## src/rtl/neg_pipe_pkg.sv

```systemverilog
// neg_pipe_stage shared types: operand/result layouts and field helpers.
// Optional feature macro: NEG_PIPE_ABS_EN (see neg_pipe_stage.sv).
package neg_pipe_pkg;

    localparam int DATA_W = 128;
    localparam int NF     = 9;
    localparam int OP_W   = 90;
    localparam int B_OFF  = 0;
    localparam int A_OFF  = 45;
    localparam int OA_OFF = 0;
    localparam int OB_OFF = 45;
    localparam int OC_W   = 6;
    localparam int OC_OFF = 90;
    localparam int OVF_W  = 9;
    localparam int FLD_W  = 45;

    // Field N is N bits wide and starts at N*(N-1)/2 within its group.
    function automatic int fld_off(input int n);
        return (n * (n - 1)) / 2;
    endfunction

    function automatic logic [8:0] fmask(input int n);
        return 9'((1 << n) - 1);
    endfunction

    typedef struct packed {
        logic [8:0] a9;
        logic [7:0] a8;
        logic [6:0] a7;
        logic [5:0] a6;
        logic [4:0] a5;
        logic [3:0] a4;
        logic [2:0] a3;
        logic [1:0] a2;
        logic       a1;
        logic [8:0] b9;
        logic [7:0] b8;
        logic [6:0] b7;
        logic [5:0] b6;
        logic [4:0] b5;
        logic [3:0] b4;
        logic [2:0] b3;
        logic [1:0] b2;
        logic       b1;
    } operands_t;

    typedef struct packed {
        logic [1:0]       pad;
        logic [OC_W-1:0]  oc6;
        logic [OC_W-1:0]  oc5;
        logic [OC_W-1:0]  oc4;
        logic [OC_W-1:0]  oc3;
        logic [OC_W-1:0]  oc2;
        logic [OC_W-1:0]  oc1;
        logic [FLD_W-1:0] ob;
        logic [FLD_W-1:0] oa;
    } results_t;

endpackage

```

## src/rtl/neg_pipe_slot.sv

```systemverilog
// Generic valid/ready register slice; loads whenever empty or draining.
// Data only updates when the upstream word is valid.
module neg_pipe_slot #(
    parameter int W = 8
) (
    input  logic         clk,
    input  logic         rst_n,
    input  logic         i_valid,
    output logic         o_ready,
    input  logic [W-1:0] i_data,
    output logic         o_valid,
    input  logic         i_ready,
    output logic [W-1:0] o_data
);

    logic         r_valid;
    logic [W-1:0] r_data;
    logic         w_ld;

    assign w_ld    = !r_valid || i_ready;
    assign o_ready = w_ld;
    assign o_valid = r_valid;
    assign o_data  = r_data;

    always_ff @(posedge clk or negedge rst_n) begin
        if (!rst_n) begin
            r_valid <= 1'b0;
            r_data  <= '0;
        end else if (w_ld) begin
            r_valid <= i_valid;
            if (i_valid)
                r_data <= i_data;
        end
    end

endmodule

```

## src/rtl/neg_pipe_stage.sv

```systemverilog
// Two-stage pipelined unary-minus datapath over packed un_minus fields.
// Optional NEG_PIPE_ABS_EN adds abs_mode: signed fields yield |bN|.
module neg_pipe_stage
    import neg_pipe_pkg::*;
#(
    parameter int CNT_W = 16
) (
    input  logic              clk,
    input  logic              rst_n,
    input  logic              in_valid,
    output logic              in_ready,
    input  logic [127:0]      in_data,
    output logic              out_valid,
    input  logic              out_ready,
`ifdef NEG_PIPE_ABS_EN
    input  logic              abs_mode,
`endif
    output logic [127:0]      out_data,
    output logic [8:0]        out_ovf,
    output logic [CNT_W-1:0]  xfer_cnt
);

`ifdef NEG_PIPE_ABS_EN
    localparam int S1_W = OP_W + 1;
`else
    localparam int S1_W = OP_W;
`endif
    localparam int S2_W = DATA_W + OVF_W;

    logic [S1_W-1:0]  w_s1_d;
    logic [S1_W-1:0]  w_s1_q;
    logic             w_s1_valid;
    logic             w_s2_ready;
    logic [S2_W-1:0]  w_s2_q;
    operands_t        w_op;
    logic [OP_W-1:0]  w_opv;
    logic             w_abs;
    results_t         w_res;
    logic [OVF_W-1:0] w_ovf;
    logic [CNT_W-1:0] r_cnt;

`ifdef NEG_PIPE_ABS_EN
    assign w_s1_d = {abs_mode, in_data[OP_W-1:0]};
    assign w_abs  = w_s1_q[OP_W];
`else
    assign w_s1_d = in_data[OP_W-1:0];
    assign w_abs  = 1'b0;
`endif

    assign w_op  = w_s1_q[OP_W-1:0];
    assign w_opv = w_s1_q[OP_W-1:0];

    neg_pipe_slot #(.W(S1_W)) u_s1 (
        .clk     (clk),
        .rst_n   (rst_n),
        .i_valid (in_valid),
        .o_ready (in_ready),
        .i_data  (w_s1_d),
        .o_valid (w_s1_valid),
        .i_ready (w_s2_ready),
        .o_data  (w_s1_q)
    );

    always_comb begin
        logic [8:0] w_a;
        logic [8:0] w_b;
        logic [8:0] w_na;
        logic [8:0] w_nb;
        logic       w_flip;
        w_res = '0;
        w_ovf = '0;
        for (int n = 1; n <= NF; n++) begin
            w_a  = 9'(w_opv >> (A_OFF + fld_off(n))) & fmask(n);
            w_b  = 9'(w_opv >> (B_OFF + fld_off(n))) & fmask(n);
            w_na = (~w_a + 9'd1) & fmask(n);
            w_nb = (~w_b + 9'd1) & fmask(n);
            // abs_mode leaves non-negative signed fields untouched
            w_flip = !w_abs || w_b[n-1];
            if (!w_flip)
                w_nb = w_b;
            w_res.oa = w_res.oa | (FLD_W'(w_na) << fld_off(n));
            w_res.ob = w_res.ob | (FLD_W'(w_nb) << fld_off(n));
            w_ovf[n-1] = (w_b == (9'd1 << (n - 1)));
        end
        w_res.oc1 = ~w_op.a9[5:0] + 6'd1;
        w_res.oc2 = ~w_op.a9[5:0] + 6'd1;
        w_res.oc3 = ~{3'b000, w_op.a3} + 6'd1;
        w_res.oc4 = ~{{3{w_op.b3[2]}}, w_op.b3} + 6'd1;
        w_res.oc5 = ~{5'b00000, w_op.a1} + 6'd1;
        w_res.oc6 = ~{6{w_op.b1}} + 6'd1;
    end

    neg_pipe_slot #(.W(S2_W)) u_s2 (
        .clk     (clk),
        .rst_n   (rst_n),
        .i_valid (w_s1_valid),
        .o_ready (w_s2_ready),
        .i_data  ({w_ovf, w_res}),
        .o_valid (out_valid),
        .i_ready (out_ready),
        .o_data  (w_s2_q)
    );

    assign out_data = w_s2_q[DATA_W-1:0];
    assign out_ovf  = w_s2_q[S2_W-1:DATA_W];
    assign xfer_cnt = r_cnt;

    always_ff @(posedge clk or negedge rst_n) begin
        if (!rst_n)
            r_cnt <= '0;
        else if (in_valid && in_ready)
            r_cnt <= r_cnt + {{(CNT_W-1){1'b0}}, 1'b1};
    end

endmodule

```

## config.mk

```make
export PLATFORM = sky130hd
export DESIGN_NAME = neg_pipe_stage
export DESIGN_NICKNAME = d
export VERILOG_FILES = /design/src/rtl/neg_pipe_pkg.sv /design/src/rtl/neg_pipe_slot.sv /design/src/rtl/neg_pipe_stage.sv
export SDC_FILE = /design/constraint.sdc
export NUM_CORES = 1
export LEC_CHECK = 0
export CAP_MARGIN = 20
export CORE_UTILIZATION = 45
export CTS_BUF_LIST = sky130_fd_sc_hd__clkbuf_16
export DETAILED_ROUTE_END_ITERATION = 8
export PLACE_DENSITY = 0.89
export SLEW_MARGIN = 5
export SYNTH_ARGS = -nofsm -noshare
export SYNTH_HDL_FRONTEND = slang
export SYNTH_SLANG_ARGS = --single-unit
```

## constraint.sdc

```tcl
create_clock -name clk -period 3.1 [get_ports clk]
set_clock_uncertainty 0.15 [all_clocks]
set_input_delay 0.62 -clock clk [delete_from_list [all_inputs] [get_ports clk]]
set_output_delay 0.62 -clock clk [all_outputs]
set_load 0.05 [all_outputs]
```

==> implementation parameters <==
Parameter                              Value

Outcome
  Outcome    completed

Die
  Die H    roughly 140 µm
  Overall die area    about 21000 µm²
  Starting density of the core    between 40% and 50%
  Std-Cell Rows    a little over 50
  Area inside the core boundary    about 20000 µm²
  IO Count    ~290
  Horiz. Die Dim    ~140 µm

Global route
  Initial antenna violation count    0
  Vias in the first global route    around 6500
  Largest net degree at the start of global routing    94
  Overall global routing resource usage    between 10% and 20%
  Grt ovf    0
  Global-route wire length before repair    between 30000 and 40000 µm

Finish
  Share of cells above drive strength 1    16.3%
  Final net count    approximately 1100
  Combined area of the multi-input logic cells    between 3000 and 4000 µm²
  Antenna Cells    0
  FF+latch area    5260 µm²
  Synth-to-Final Area Change    34.6%
  Fillers    1481

Clocking
  Clock network latency to the later pin of the worst-skew pair    a little under 0.5 ns
  Count of clock tree sinks    210
  Register clock-pin slew on the reported worst setup and hold paths    0.06 ns
  TritonCTS clock tree    yes
  CTS max path bufs    3
  Setup fix buffers added after clock tree synthesis    0
  CTS root buffer    clkbuf_16
  H-Tree Level Count    1
  TritonCTS buffer count    23

Place
  Last weighted congestion value of the routability-driven placer    roughly 0.81
  HPWL after DPL    between 10000 and 15000 µm
  Port bufs    241

Detailed routing
  Wirelength per Cell    between 15 and 20 µm
  Number of remaining DRC errors    0
  Initial detailed-routing violation count    165
  Total Wirelength    a little under 20000 µm
  First-pass iteration count of the detailed router    6
  Vias per std cell    roughly 5
  ANT nets after route    0
  Vias after detailed routing    6180

Job
  Number of max-cap violations    0

Worst setup path
  Endpoint kind of the worst setup timing path    primary output
  Highest fanout seen on the critical path    8
  Data arrival time at the worst-slack endpoint    1.80 ns
  Family of cells with the greatest summed delay on the critical path    buffers and inverters
  CP max stage delay    between 0.8 and 0.9 ns
  Data required, critical path    ~2.3 ns
  Kind of start point of the critical path    flop
  Reg-to-reg slack, setup    ~1.2 ns
  Category of the critical setup timing path    flop to primary output
  Count of buffering cells on the critical path with inverters included    1
  Critical-path cell list    clkdlybuf4s50_1
  Slowest stage cell on the critical path    clkdlybuf4s50_1

Pwr
  Static Leakage    roughly 0.0054 µW
  Max IR drop VDD    0.476 mV
  Power density over cell area    just over 800 nW/µm²

Timing
  Final setup fails    0
  Final Hold Slack    between 0.3 and 0.4 ns
  Fmax achieved    389 MHz
  Slew @ Worst Pin    0.583 ns
  RSZ-0062 raised after global routing    false
  Slew Limit Headroom    a little over 60%
  Fin crit period    2.57 ns
  Setup Total Neg Slack    0 ns
  Part of the cycle the worst path needs    83.0%
  Total count of hold-check failures in the final report    0
  Slew Limit Fails    0

Synth
  Synthesized area divided by synthesized cell count    12.0 µm²
  Number of distinct standard cells referenced by the synthesized netlist    33
  Sequential fraction of the synthesis area    a little under three fifths
  YS warnings    0
  Synth Cell Area    a little over 9000 µm²
  Synthesized flop and latch total    210
  Gate count of the mapped netlist    762

Hold path
  Hold Crit Class    flop to flop
==> cell type report <==
cell class              instances  area share, %
clock buffers                  23           4.66
clock inverters                15          0.770
inverters                      37           1.12
multi-input cells             457           27.5
flip-flops and latches        210           42.6
well taps                     265           2.69
repair buffers                249           20.7
==> logic make-up after synthesis <==
| family | after synthesis | share of synthesized area (%) |
|---|---|---|
| compound gates | 78 | 4.36 |
| xor+xnor | 68 | 6.49 |
| fa+ha+maj | 21 | 2.86 |
| buf+inv | 101 | 6.08 |
| flops | 210 | 57.3 |
| mux | 115 | 14.1 |
| other cells | 1 | 0.0409 |
| simple gates | 168 | 8.76 |
==> worst reg2reg max path: cells and delay by family, from the launching register on <==
| family | cells | cell delay (ns) |
|---|---|---|
| adders and majority gates | 1 | 0.18 |
| DFF | 1 | 0.38 |
| xor gates and xnor gates | 1 | 0.18 |
| AOI/OAI and AO/OA | 1 | 0.09 |
| buffers and inverters | 1 | 0.07 |
| and+or+nand+nor | 2 | 0.76 |
==> cell usage after synthesis <==
cell	count	share of area (%)
dfrtp_1	210	57
mux2_2	115	14
nand2_1	92	3.8
o21ai_0	75	4.1
buf_4	43	3.5
inv_1	37	1.5
xor2_1	37	3.5
xnor2_1	31	3.0
nor3_1	22	1.2
ha_1	21	2.9
buf_2	14	0.76
nor2_1	10	0.41
clkbuf_1	7	0.29
nand3_1	6	0.33
or3_1	6	0.41
nand2b_1	4	0.27
nand3b_1	4	0.33
nand4_1	4	0.27
nor4_1	4	0.27
nor3b_1	3	0.25
and3_1	2	0.14
and4_1	2	0.19
nor4_2	2	0.27
o41ai_1	2	0.19
and4b_1	1	0.11
conb_1	1	0.041
nand3_2	1	0.11
nor2_2	1	0.068
nor2b_1	1	0.068
o31ai_1	1	0.082
or3b_2	1	0.095
or4_1	1	0.082
or4_4	1	0.12
==> worst paths after layout <==
check                            startpoint              end  depth (start not counted)
max in group asynchronous             rst_n  u_s1.o_data[86]                          3
min in group asynchronous             rst_n  u_s1.o_data[12]                          2
setup / recovery           u_s2.o_data[119]    out_data[116]                          1
hold reg to reg              u_s2.o_data[2]   u_s2.o_data[2]                          2
hold / removal               u_s2.o_data[2]   u_s2.o_data[2]                          2
setup reg to reg            u_s1.o_data[21]  u_s2.o_data[72]                          6
==> state kept, by name (all words and copies together), names as in the netlist <==
name	count
u_s2.o_data	102
u_s1.o_data	90
xfer_cnt	16
u_s1.o_valid	1
u_s2.o_valid	1
==> routing by layer <==
| metal | GRT usage, % | vias up | part of all wire, % |
|---|---|---|---|
| met5 | 0 | - | 0 |
| met4 | 7.09 | 0 | 3.6 |
| met3 | 5.13 | 44 | 6.3 |
| met2 | 34.1 | 176 | 51 |
| met1 | 21.7 | 3016 | 39 |
| li1 | - | 2944 | - |
==> where the power goes <==
group          leakage, µW  switching, µW  internal (µW)  total (µW)
Clock             0.000334           1040           1420        2460
Sequential         0.00252            456           3310        3760
Combinational      0.00253           2550           1430        3980
Total              0.00539           4050           6160       10200
==> placed cells by master (no fill, tap or decap), drive strengths merged <==
cell type,synthesis,routed
and3,2,2
xnor2,31,31
nand3b,4,4
o21ai,75,75
nand2,92,92
o31ai,1,1
nand2b,4,4
nand4,4,4
nor4,6,6
conb,1,7
nor2b,1,1
or3,6,6
ha,21,21
clkinvlp,0,2
clkbuf,7,24
mux2,115,115
dlygate4sd3,0,1
inv,37,39
o41ai,2,2
or4,2,2
dfrtp,210,210
nor3b,3,3
bufinv,0,1
nor3,22,22
and4b,1,1
and4,2,2
buf,57,8
nand3,7,7
xor2,37,37
clkdlybuf4s50,0,239
clkinv,0,10
or3b,1,1
nor2,11,11
==> per-stage QoR <==
step,instance area [µm²],utilization [%],total power [µW],cells,setup WS [ns]
CTS,12300,62.6,10300,1256,0.496
global placement,11700,59.2,7700,1217,0.566
finish,12300,62.6,10200,1256,0.526
global route,12300,62.6,10700,1256,0.451
floorplan,9200,-,6470,768,0.638
detailed placement,11700,59.2,7810,1217,0.502
==> what timing repair did <==
item / in CTS / in global routing
endpoints found under the hold margin: 61 / 0
endpoints found under the setup margin: 0 / 0
resized for setup: 0 / 0
hold buffers: 1 / 0
No activity file was read; power rests on OpenSTA's default activity.
